**src/rtl/scan_sequencer_3to8_pkg.sv**
```systemverilog
// Shared types and constants for the 3-to-8 decoder scan sequencer.
// State encodings and sweep-mode values are used by the top-level FSM.
package scan_sequencer_3to8_pkg;

  typedef enum logic [1:0] {
    S_IDLE   = 2'd0,
    S_ACTIVE = 2'd1,
    S_BLANK  = 2'd2
  } scan_state_e;

  localparam logic       MODE_SINGLE = 1'b0;
  localparam logic       MODE_CONT   = 1'b1;
  localparam logic [2:0] IDX_LAST    = 3'd7;

  // Blank timer reload value; a zero blank count never loads the timer.
  function automatic logic [3:0] blank_load_value(input int unsigned cycles);
    if (cycles == 0) begin
      return 4'd0;
    end else begin
      return 4'(cycles - 1);
    end
  endfunction

endpackage

```
**src/rtl/scan_dwell_timer.sv**
```systemverilog
// Loadable down-counter: load has priority over tick, and expire fires on
// a ticked cycle while the count sits at zero.
module scan_dwell_timer #(
  parameter int W = 8
) (
  input  logic         clk_i,
  input  logic         rst_i,
  input  logic         load_i,
  input  logic [W-1:0] value_i,
  input  logic         tick_i,
  output logic         expire_o
);

  logic [W-1:0] cnt_q;
  logic [W-1:0] cnt_d;

  // Next count: reload, decrement toward zero, or hold.
  always_comb begin
    cnt_d = cnt_q;
    if (load_i) begin
      cnt_d = value_i;
    end else if (tick_i && (cnt_q != '0)) begin
      cnt_d = cnt_q - {{(W-1){1'b0}}, 1'b1};
    end else begin
      cnt_d = cnt_q;
    end
  end

  // Count register with synchronous reset.
  always_ff @(posedge clk_i) begin
    if (rst_i) begin
      cnt_q <= '0;
    end else begin
      cnt_q <= cnt_d;
    end
  end

  assign expire_o = tick_i && (cnt_q == '0);

endmodule

```
**src/rtl/scan_sequencer_3to8.sv**
```systemverilog
// Scan sequencer driving the enable and select of a downstream 3-to-8 decoder.
// Walks select 0..7 with a programmable dwell and fixed blanking between indices.
module scan_sequencer_3to8
  import scan_sequencer_3to8_pkg::*;
#(
  parameter int DWELL_W      = 8,
  parameter int BLANK_CYCLES = 1
) (
  input  logic               CLK,
  input  logic               RST,
  input  logic               START,
  input  logic               STOP,
  input  logic               MODE,
  input  logic [DWELL_W-1:0] DWELL,
  output logic               EN,
  output logic [2:0]         I,
  output logic               BUSY,
  output logic               DONE
);

  localparam logic [3:0] BLANK_LOAD = blank_load_value(BLANK_CYCLES);
  localparam logic       HAS_BLANK  = (BLANK_CYCLES != 0);

  scan_state_e state_q, state_d;
  logic [2:0]  idx_q, idx_d;
  logic        mode_q, mode_d;
  logic        en_q, en_d;
  logic        busy_q, busy_d;
  logic        done_q, done_d;

  logic               dwell_load;
  logic               blank_load;
  logic               dwell_expire;
  logic               blank_expire;
  logic [DWELL_W-1:0] dwell_value;

  // A programmed dwell of zero behaves as one cycle.
  assign dwell_value = (DWELL == '0) ? '0 : (DWELL - {{(DWELL_W-1){1'b0}}, 1'b1});

  scan_dwell_timer #(.W(DWELL_W)) u_dwell (
    .clk_i    (CLK),
    .rst_i    (RST),
    .load_i   (dwell_load),
    .value_i  (dwell_value),
    .tick_i   (state_q == S_ACTIVE),
    .expire_o (dwell_expire)
  );

  scan_dwell_timer #(.W(4)) u_blank (
    .clk_i    (CLK),
    .rst_i    (RST),
    .load_i   (blank_load),
    .value_i  (BLANK_LOAD),
    .tick_i   (state_q == S_BLANK),
    .expire_o (blank_expire)
  );

  // Next state, index and output values; outputs are registered below.
  always_comb begin
    state_d    = state_q;
    idx_d      = idx_q;
    mode_d     = mode_q;
    en_d       = 1'b0;
    busy_d     = 1'b0;
    done_d     = 1'b0;
    dwell_load = 1'b0;
    blank_load = 1'b0;
    case (state_q)
      S_IDLE: begin
        idx_d = 3'd0;
        if (START && !STOP) begin
          state_d    = S_ACTIVE;
          mode_d     = MODE;
          dwell_load = 1'b1;
          en_d       = 1'b1;
          busy_d     = 1'b1;
        end else begin
          state_d = S_IDLE;
        end
      end
      S_ACTIVE: begin
        en_d   = 1'b1;
        busy_d = 1'b1;
        if (STOP) begin
          state_d = S_IDLE;
          idx_d   = 3'd0;
          en_d    = 1'b0;
          busy_d  = 1'b0;
        end else if (dwell_expire) begin
          if ((idx_q == IDX_LAST) && (mode_q == MODE_SINGLE)) begin
            state_d = S_IDLE;
            idx_d   = 3'd0;
            en_d    = 1'b0;
            busy_d  = 1'b0;
            done_d  = 1'b1;
          end else if (!HAS_BLANK) begin
            idx_d      = idx_q + 3'd1;
            dwell_load = 1'b1;
          end else begin
            state_d    = S_BLANK;
            blank_load = 1'b1;
            en_d       = 1'b0;
          end
        end else begin
          state_d = S_ACTIVE;
        end
      end
      S_BLANK: begin
        busy_d = 1'b1;
        if (STOP) begin
          state_d = S_IDLE;
          idx_d   = 3'd0;
          busy_d  = 1'b0;
        end else if (blank_expire) begin
          // Index wraps 7 -> 0 naturally in continuous mode.
          state_d    = S_ACTIVE;
          idx_d      = idx_q + 3'd1;
          dwell_load = 1'b1;
          en_d       = 1'b1;
        end else begin
          state_d = S_BLANK;
        end
      end
      default: begin
        state_d = S_IDLE;
        idx_d   = 3'd0;
      end
    endcase
  end

  // State, index, latched mode and output registers.
  always_ff @(posedge CLK) begin
    if (RST) begin
      state_q <= S_IDLE;
      idx_q   <= 3'd0;
      mode_q  <= MODE_SINGLE;
      en_q    <= 1'b0;
      busy_q  <= 1'b0;
      done_q  <= 1'b0;
    end else begin
      state_q <= state_d;
      idx_q   <= idx_d;
      mode_q  <= mode_d;
      en_q    <= en_d;
      busy_q  <= busy_d;
      done_q  <= done_d;
    end
  end

  assign EN   = en_q;
  assign I    = idx_q;
  assign BUSY = busy_q;
  assign DONE = done_q;

endmodule

```
**config.mk**
```make
export PLATFORM = sky130hd
export DESIGN_NAME = scan_sequencer_3to8
export DESIGN_NICKNAME = d
export VERILOG_FILES = /design/src/rtl/scan_sequencer_3to8_pkg.sv /design/src/rtl/scan_dwell_timer.sv /design/src/rtl/scan_sequencer_3to8.sv
export SDC_FILE = /design/constraint.sdc
export NUM_CORES = 1
export LEC_CHECK = 0
export CORE_ASPECT_RATIO = 0.8
export CORE_UTILIZATION = 30
export DETAILED_ROUTE_END_ITERATION = 16
export GPL_TIMING_DRIVEN = 0
export SLEW_MARGIN = 40
export SYNTH_ARGS = -nofsm -noshare
export SYNTH_HDL_FRONTEND = slang
export SYNTH_SLANG_ARGS = --single-unit
```
**constraint.sdc**
```tcl
create_clock -name CLK -period 1.69 [get_ports CLK]
set_input_delay 0.4225 -clock CLK [delete_from_list [all_inputs] [get_ports CLK]]
set_output_delay 0.4225 -clock CLK [all_outputs]
set_load 0.05 [all_outputs]
```
# Yosys cells after proc, flatten, opt, wreduce, memory -nomap -nowiden
# Index checks and enable logic that the tools add are counted.
# classes
add_sub_neg	4
n_eq_ne	6
n_mux	32
n_bitwise	3
n_reduce_logical	18
# op_table
op	count
8-bit two-way mux	3
8-bit zero test	2
8-bit by 1-bit subtractor with 8-bit output, second input constant	2
3-bit two-way mux	5
1-bit two-way mux	14
2-bit two-way mux	5
3-bit != test, second input constant	3
8-bit nonzero test	1
1-bit logical AND	6
1-bit case mux with 3 select lines	2
2-bit case mux with 3 select lines	1
3-bit case mux with 2 select lines	1
4-bit zero test	1
4-bit nonzero test	1
4-bit OR reduction	1
4-bit by 1-bit subtractor with 4-bit output, second input constant	1
3-bit by 1-bit adder with 3-bit output, second input constant	1
3-bit equality test, second input constant	1
1-bit NOT	3
3-bit AND reduction	1
2-bit by 1-bit equality test with 1-bit output, second input constant	1
2-bit equality test, second input constant	1
2-bit zero test	1
1-bit case mux with 2 select lines	1
4 further kinds	4
# totals
ff_bits	21
input_bits	13
out_inout_bits	6
word_cells	71

# Longest topological paths before layout
# Gate-level depths: netlist of the first run.
# depth
ltp_word	7
depth_mapped	7
ltp_nobuf	6

# Hierarchy
# From an unflattened synthesis of the first run, not the netlist that was laid out.
# unflattened
hier_cells	173
area_unflattened_um2	1457.6
# by_module_without_submodules
mod	n_inst	cells_per_inst	area_per_inst_um2	seq_area_each_um2
scan_sequencer_3to8	1	79	670.6	160.2
scan_dwell_timer (u_dwell)	1	64	524.3	160.2
scan_dwell_timer (u_blank)	1	30	262.8	80.1

# Least setup slack after synthesis of the first run
# OpenSTA, ideal clock, no wires.
# synth_timing
path_type	register to register
start	register state_q[0]
end	register u_dwell.cnt_q[5]
setup_ps	130
arrival_time_ps	1743
required_ps	1560
slack_ps	-184
path_stages_with_launch	7
path_buffers	2
synth_period_minus_slack_ps	1874
path_cell_list	dfxtp_1 > buf_2 > nor3b_1 > a21oi_1 > clkbuf_1 > o311a_1 > a311oi_1
# synth_between
elab_chain_len	6
elab_cells_between_ends	10
cone_classes	2 x eq/ne; 4 x mux; 4 x reduce/logical
# synth_lines
element	line_no	source
from (decl)	scan_sequencer_3to8.sv:24	scan_state_e state_q, state_d;
from (signal assigned)	scan_sequencer_3to8.sv:141	state_q <= state_d;
2-bit equality test	scan_sequencer_3to8.sv:54, scan_sequencer_3to8.sv:68	
1-bit logical AND	scan_dwell_timer.sv:38	assign expire_o = tick_i && (cnt_q == '0);
1-bit two-way mux	scan_sequencer_3to8.sv:114	end else if (blank_expire) begin
1-bit two-way mux	scan_sequencer_3to8.sv:110	if (STOP) begin
1-bit case mux with 2 select lines	scan_sequencer_3to8.sv:68	case (state_q)
8-bit two-way mux / 2-bit nonzero test (equally long branches)	n/a	
to (signal assigned)	scan_dwell_timer.sv:34	cnt_q <= cnt_d;
to (decl)	scan_dwell_timer.sv:14	logic [W-1:0] cnt_q;
# Parallel ways exist; a longest one is shown, timed or not.
# A chain may end at the register's enable or synchronous reset.

# Worst setup path in the final report of the first run
# layout_timing
start	register state_q[1]
end	register u_dwell.cnt_q[5]
# Same word-level chain as after synthesis.

==> parameters.txt, run 1 <==
Parameter                              Value

Synthesis
  Area fraction in and, or, nand and nor cells after synthesis    29.6%
  Main combinational cell family by area after synthesis    simple AND/OR/NAND/NOR gates
  Total of warnings raised by yosys    0
  Total nets after synthesis    166
  Number of cells produced by synthesis    145
  Fraction of registers with async set or reset after synthesis    0%
  Dominant synthesized flop cell    sky130_fd_sc_hd__dfxtp_1
  Proportion of synthesized chip area in sequential cells    31.2%
  Number of flops mapped to enable cells by yosys    0
  Multiplexer share of the synthesized area    0.780%
  Count of unique library cells instantiated by Yosys    45
  Fraction of the mapped netlist area in compound gates    20.4%
  Post-synthesis adder-cell area fraction    7.80%
  Post-synthesis cell area    0.00128 mm^2
  Total of flip-flops plus latches after synthesis    20
  Synthesized area divided by synthesized cell count    8.85 um^2
  Post-Synth XOR/XNOR Area    6.14%

Clock network
  Worst skew pair latency    0.25 ns
  Buffers from clock root to sink, at most    2
  Clock Pin Slew Worst Setup and Hold Paths    0.07 ns
  TritonCTS Buffers    3
  Post-CTS Hold Fix Bufs    0
  TritonCTS clock tree    done
  Clock Sink Count    20
  Clock tree root buffer cell    sky130_fd_sc_hd__clkbuf_8
  Number of H-tree levels    1

Placement
  Placed cell areas    0.00154 mm^2
  Routability congestion estimate    0.850
  HPWL Detailed    2280 um
  Buffers added on ports    18

Drt
  Routed length on met1    1590 um
  Uppermost layer routed    met4
  TritonRoute pass-1 iters    4
  Routed vias/inst    5.39
  Met3 routed WL    83 um
  Average routed wire per standard cell    14.0 um
  Drt total wl    3190 um
  Post-detailed-route count of antenna-violating nets    0
  Starting DRT DRC Count    61
  Met2 Wirelength    1470 um
  DRC violations left    0
  Via count    1229

Timing
  Hold violation total from the final report    0
  Share of the clock period used by the worst path after layout    99.1%
  Unrepaired setup endpoints after global routing    true
  Slew at the pin closest to its max-slew limit    0.488 ns
  Final-report max-slew violation count    0
  Maximum operating frequency    0.597 GHz
  Final setup vio count    0
  Worst rel slew slack    67.6%
  Worst Skew    0.00413 ns
  Fin crit period    1.68 ns

Setup path
  Worst setup path class    flip-flop to flip-flop
  Arrival time at the worst endpoint    1.81 ns
  CP Launch Type    flip-flop
  Kind of end point of the critical path    flip-flop
  Critical-path maximum fanout    10
  Required arrival time at the worst endpoint    1.82 ns

Final layout
  Sequential cell area    412 um^2
  Antenna cells    0
  Final cell area excluding filler cells    0.00173 mm^2
  Leading cell types in the layout, fill and taps excluded    sky130_fd_sc_hd__dfxtp_1 (11), sky130_fd_sc_hd__nor2_1 (10), sky130_fd_sc_hd__dfxtp_2 (9), sky130_fd_sc_hd__xnor2_1 (9)
  Area delta synth->final    34.7%
  Fraction of layout cells with a size suffix above 1    31.2%
  Number of fillers in the final layout    404
  Most common cell after layout, fill and taps aside    sky130_fd_sc_hd__dfxtp_1
  # nets final    196
  Multi-input gate area    938 um^2

GRT
  Global-route wire length before repair    5260 um
  Initial antenna violation count    0
  Vias in the first global route    1125
  Tot GR Track Use    15.3%
  Overflow left after global routing    0
  Pin count of the biggest net entering global routing    11

Power and ir drop
  Proportion of total power due to net switching    31.0%
  Maximum resistive drop on vdd    0.355 mV
  PD cells    695 mW/mm^2
  Power Internal    0.000830 W
  Static Leakage    0.644 nW
  Total Power Consumption    0.00120 W
  Clock power share    25.4%
  Logic pwr share    29.6%
  Share of power burned in registers    45.0%
  Switching power total    0.000372 W

Floorplanning
  Initial core utilization    32.5%
  Die ar.    0.00455 mm^2
  I/O Pins    19
  Core Footprint    0.00395 mm^2
  Number of placement rows    20
  Height of the die    60.5 um
  Floorplan die width    75.1 um

Flow run
  Count of maximum capacitance violations    0

Worst hold path
  Worst min-delay path category    flip-flop to flip-flop

Status
  Run status    finished clean
[worst max-delay path, stage by stage (launching register included)]
cell and delay (ns):
sky130_fd_sc_hd__dfxtp_2 0.34, sky130_fd_sc_hd__buf_4 0.16, sky130_fd_sc_hd__or4b_4 0.53, sky130_fd_sc_hd__o41ai_2 0.25, sky130_fd_sc_hd__o311a_1 0.23, sky130_fd_sc_hd__a311oi_1 0.05
[through the flow]
| step | setup WS (ns) | hold slack (ns) | utilization, % | std cells | setup TNS, ns |
|---|---|---|---|---|---|
| 2_1_floorplan | -0.0499 | 0.461 | - | 145 | -0.0499 |
| 3_3_place_gp | -0.632 | 0.479 | 38.9 | 218 | -4.91 |
| 3_5_place_dp | -0.645 | 0.479 | 38.9 | 218 | -5.36 |
| 4_1_cts | 0.00191 | 0.488 | 42.3 | 226 | 0 |
| 5_1_grt | -0.0418 | 0.507 | 43.7 | 228 | -0.0581 |
| 6_report | 0.0144 | 0.487 | 43.7 | 228 | 0 |
[state kept, by name, summed over array words and instances, names as in the netlist]
name / flops
DONE: 1
state_q: 2
u_dwell.cnt_q: 8
BUSY: 1
u_blank.cnt_q: 4
I: 3
mode_q: 1
[Yosys cell counts (all sizes together), types with 2 or more instances]
library cell / n / area [um^2]
dfxtp: 20 / 400
nor2: 11 / 41.3
xnor2: 9 / 78.8
a211oi: 8 / 60.1
a21oi: 8 / 43.8
ha: 8 / 100
inv: 8 / 30.0
or4: 7 / 60.1
nor3b: 6 / 55.1
nand3: 5 / 25.0
o21ai: 5 / 25.0
or3: 5 / 31.3
nand2b: 4 / 25.0
nor3: 4 / 20.0
buf: 3 / 15.0
nor2b: 3 / 18.8
nor4: 3 / 33.8
a21o: 2 / 15.0
and2: 2 / 12.5
clkbuf: 2 / 7.51
nor4b: 2 / 23.8
o41ai: 2 / 17.5
[power by group through the flow]
| stage | Sequential [W] | Combinational, W | Clock (W) |
|---|---|---|---|
| final | 0.000540 | 0.000356 | 0.000305 |
| after global routing | 0.000545 | 0.000384 | 0.000335 |
| after CTS | 0.000535 | 0.000328 | 0.000312 |
| after detailed placement | 0.000543 | 0.000276 | 0 |
| after global placement | 0.000541 | 0.000276 | 0 |
| after floorplan | 0.000545 | 0.000183 | 0 |
[metal layers]
metal,up-vias,GRT usage (%)
met5,-,0
met4,0,4.23
met3,4,2.66
met2,17,24.2
met1,600,21.6
li1,608,-
[final timing paths]
| path | slack [ns] | cells after the start | to | startpoint |
|---|---|---|---|---|
| hold reg to reg | 0.49 | 2 | I[1]$_SDFFE_PP0P_ | I[1]$_SDFFE_PP0P_ |
| hold / removal | 0.49 | 2 | I[1]$_SDFFE_PP0P_ | I[1]$_SDFFE_PP0P_ |
| setup / recovery | 0.01 | 5 | u_dwell.cnt_q[5]$_SDFFE_PP0P_ | state_q[1]$_SDFF_PP0_ |
| setup reg to reg | 0.01 | 5 | u_dwell.cnt_q[5]$_SDFFE_PP0P_ | state_q[1]$_SDFF_PP0_ |
[area by class of cell]
cell class              count  share of cell area [%]
plain buffers               5                    1.88
flip-flops and latches     20                    23.8
well taps                  55                    3.98
multi-input cells         112                    54.3
clock buffers               3                    2.39
inverters                   8                    1.74
repair buffers             25                    11.9
[repair_timing]
action,4_1_cts,5_1_grt
setup buffers,5,2
gates resized for setup,42,22
setup endpoints to repair,19,13
pin swaps,6,7
cloned,0,0
[kinds of logic (layout without fill, tap and decap cells)]
logic type	count (synthesis)	after routing
AOI/OAI and AO/OA	37	37
xor gates and xnor gates	9	9
adders and majority gates	8	8
buffers and inverters	13	41
DFF	20	20
muxes	1	1
and+or+nand+nor	57	57
Note: power is estimated with default switching activity, not from simulation.
==> run 2, diff against run 1 <==
==> constraint.sdc (replaced) <==
create_clock -name CLK -period 1.4 [get_ports CLK]
set_input_delay 0.35 -clock CLK [delete_from_list [all_inputs] [get_ports CLK]]
set_output_delay 0.35 -clock CLK [all_outputs]
set_load 0.01 [all_outputs]
==> parameters.txt, run 2 (synthesized netlist as in run 1, its figures left out) <==
Parameter                              Value

Floorplanning
  Floorplan die width    75.1 um (unchanged)
  Die ar.    0.00455 mm^2 (unchanged)
  Core Footprint    0.00395 mm^2 (unchanged)
  Height of the die    60.5 um (unchanged)
  Initial core utilization    32.5% (unchanged)
  I/O Pins    19 (unchanged)
  Number of placement rows    20 (unchanged)

Drt
  Average routed wire per standard cell    15.6 um (+11%)
  TritonRoute pass-1 iters    4 (unchanged)
  Post-detailed-route count of antenna-violating nets    0 (unchanged)
  Via count    1351 (+9.9%)
  DRC violations left    0 (unchanged)
  Routed vias/inst    5.32 (-1.3%)
  Drt total wl    3950 um (+24%)
  Starting DRT DRC Count    86 (+41%)

Timing
  Post-route worst hold slack    0.443 ns (-0.0435 ns)
  Fin crit period    1.66 ns (-0.0131 ns)
  Maximum operating frequency    0.601 GHz (+0.79%)
  Unrepaired setup endpoints after global routing    true
  Hold violation total from the final report    0 (unchanged)
  Slew at the pin closest to its max-slew limit    0.429 ns (-0.0583 ns)
  Setup TNS    -2.31 ns (-2.31 ns)
  Final-report max-slew violation count    0 (unchanged)
  Final setup vio count    18 (+18)
  Fin worst setup slack    -0.263 ns (-0.277 ns)
  Share of the clock period used by the worst path after layout    119% (+20 points)
  Worst rel slew slack    71.1% (+3.5 points)
  Worst Skew    0.00131 ns (-0.00281 ns)

Clock network
  Post-CTS Hold Fix Bufs    0 (unchanged)
  Number of H-tree levels    1 (unchanged)
  TritonCTS clock tree    done
  Worst skew pair latency    0.26 ns (about the same)
  Clock Sink Count    20 (unchanged)
  Clock tree root buffer cell    sky130_fd_sc_hd__clkbuf_8
  Buffers from clock root to sink, at most    2 (unchanged)
  Clock Pin Slew Worst Setup and Hold Paths    0.08 ns (about the same)
  TritonCTS Buffers    3 (unchanged)

GRT
  Initial antenna violation count    0 (unchanged)
  Pin count of the biggest net entering global routing    12 (+1)
  Overflow left after global routing    0 (unchanged)
  Global-route wire length before repair    6120 um (+16%)
  Vias in the first global route    1289 (+15%)
  Tot GR Track Use    18.1% (+2.8 points)

Final layout
  Sequential cell area    417 um^2 (+1.2%)
  Number of fillers in the final layout    351 (-13%)
  Most common cell after layout, fill and taps aside    sky130_fd_sc_hd__buf_4
  Area delta synth->final    71.1%
  Antenna cells    0 (unchanged)
  Leading cell types in the layout, fill and taps excluded    sky130_fd_sc_hd__buf_4 (24), sky130_fd_sc_hd__dfxtp_2 (10), sky130_fd_sc_hd__nor2_1 (10)
  Multi-input gate area    0.00115 mm^2 (+22%)
  # nets final    221 (+13%)
  Largest register by flop count    u_dwell.cnt_q
  Fraction of layout cells with a size suffix above 1    56.8% (+26 points)
  Number of flip-flops in the largest register    8 (unchanged)

Status
  Violated checks    setup timing
  Run status    finished with violations

Setup path
  Arrival time at the worst endpoint    1.80 ns (about the same)
  Kind of end point of the critical path    flip-flop
  Length in cells of the worst reg-to-reg path    5 (unchanged)
  CP Launch Type    flip-flop
  Critical-path maximum fanout    3 (-7)
  Worst setup path class    flip-flop to flip-flop
  Required arrival time at the worst endpoint    1.54 ns (-0.28 ns)

Flow run
  Count of maximum capacitance violations    0 (unchanged)

Worst hold path
  Worst Hold Depth    3 (+1)
  Worst min-delay path category    input port to flip-flop

Power and ir drop
  Static Leakage    0.822 nW (+28%)
  PD cells    815 mW/mm^2 (+17%)
  Maximum resistive drop on vdd    0.398 mV (+12%)

Placement
  Buffers added on ports    18 (unchanged)
  HPWL Detailed    2320 um (+1.9%)
  Routability congestion estimate    0.843 (-0.86%)
run 2: changes by cell type in the layout (fill, tap and decap cells not counted), moves of 6 or more:
cell / previous run / this run
sky130_fd_sc_hd__inv_2: 1 / 7
sky130_fd_sc_hd__buf_6: 1 / 9
sky130_fd_sc_hd__buf_4: 8 / 24
sky130_fd_sc_hd__inv_1: 7 / 1
sky130_fd_sc_hd__ha_1: 7 / 1
run 2: timing repair:
action / in CTS / in global routing
endpoints found under the hold margin: 0 / 0
endpoints found under the setup margin: 25 / 19
setup buffers: 28 / 7
resized for setup: 79 / 21
pin swaps: 26 / 14
run 2: metrics by stage:
step,area (um^2),cells,setup WS (ns),total power [W],util [%]
finish,2200,254,-0.263,0.00179,55.5
global route,2200,254,-0.317,0.00187,55.5
CTS,2060,248,-0.215,0.00166,52.1
detailed placement,1640,218,-0.832,0.00102,41.4
global placement,1640,218,-0.814,0.00101,41.4
floorplan,1390,145,-0.267,0.000903,-
run 2: cell type report:
type                            instances  share of cell area [%]
Multi-Input combinational cell        112                    52.2
Sequential cell                        20                    19.0
Clock buffer                            4                    2.51
Inverter                                8                    1.37
Buffer                                  5                    1.94
Timing Repair Buffer                   50                    19.9
Tap cell                               55                    3.13
run 2: critical path: stages, from the launching register on:
cell and delay (ns):
sky130_fd_sc_hd__dfxtp_2 0.33, sky130_fd_sc_hd__buf_6 0.12, sky130_fd_sc_hd__or4b_4 0.57, sky130_fd_sc_hd__o41ai_4 0.23, sky130_fd_sc_hd__o311a_1 0.24, sky130_fd_sc_hd__a311oi_2 0.05
run 2: worst paths after layout:
kind | startpoint | endpoint | slack [ns]
max | state_q[1]$_SDFF_PP0_ | u_dwell.cnt_q[5]$_SDFFE_PP0P_ | -0.26
min | DWELL[0] | u_dwell.cnt_q[0]$_SDFFE_PP0P_ | 0.44
max reg2reg | state_q[1]$_SDFF_PP0_ | u_dwell.cnt_q[5]$_SDFFE_PP0P_ | -0.26
min reg2reg | I[1]$_SDFFE_PP0P_ | I[1]$_SDFFE_PP0P_ | 0.50
run 2: layer usage:
layer  global-route usage (%)  share of wire (%)  vias up
met5                        0                  0        -
met4                     6.88                1.5        0
met3                     3.49                4.6        6
met2                     30.0                 48       38
met1                     23.7                 46      649
li1                         -                  -      658
run 2: report_power, final:
part,internal [W],leakage (nW),switching [W]
registers,0.000604,0.168,0.0000529
logic,0.000365,0.625,0.000319
clock network,0.000250,0.0288,0.000198
==> run 3, diff against run 2 <==
Settings changed: SLEW_MARGIN 40 to 20.
==> results of run 3 <==
Final layout, timing and power as in run 2 (identical DEF).
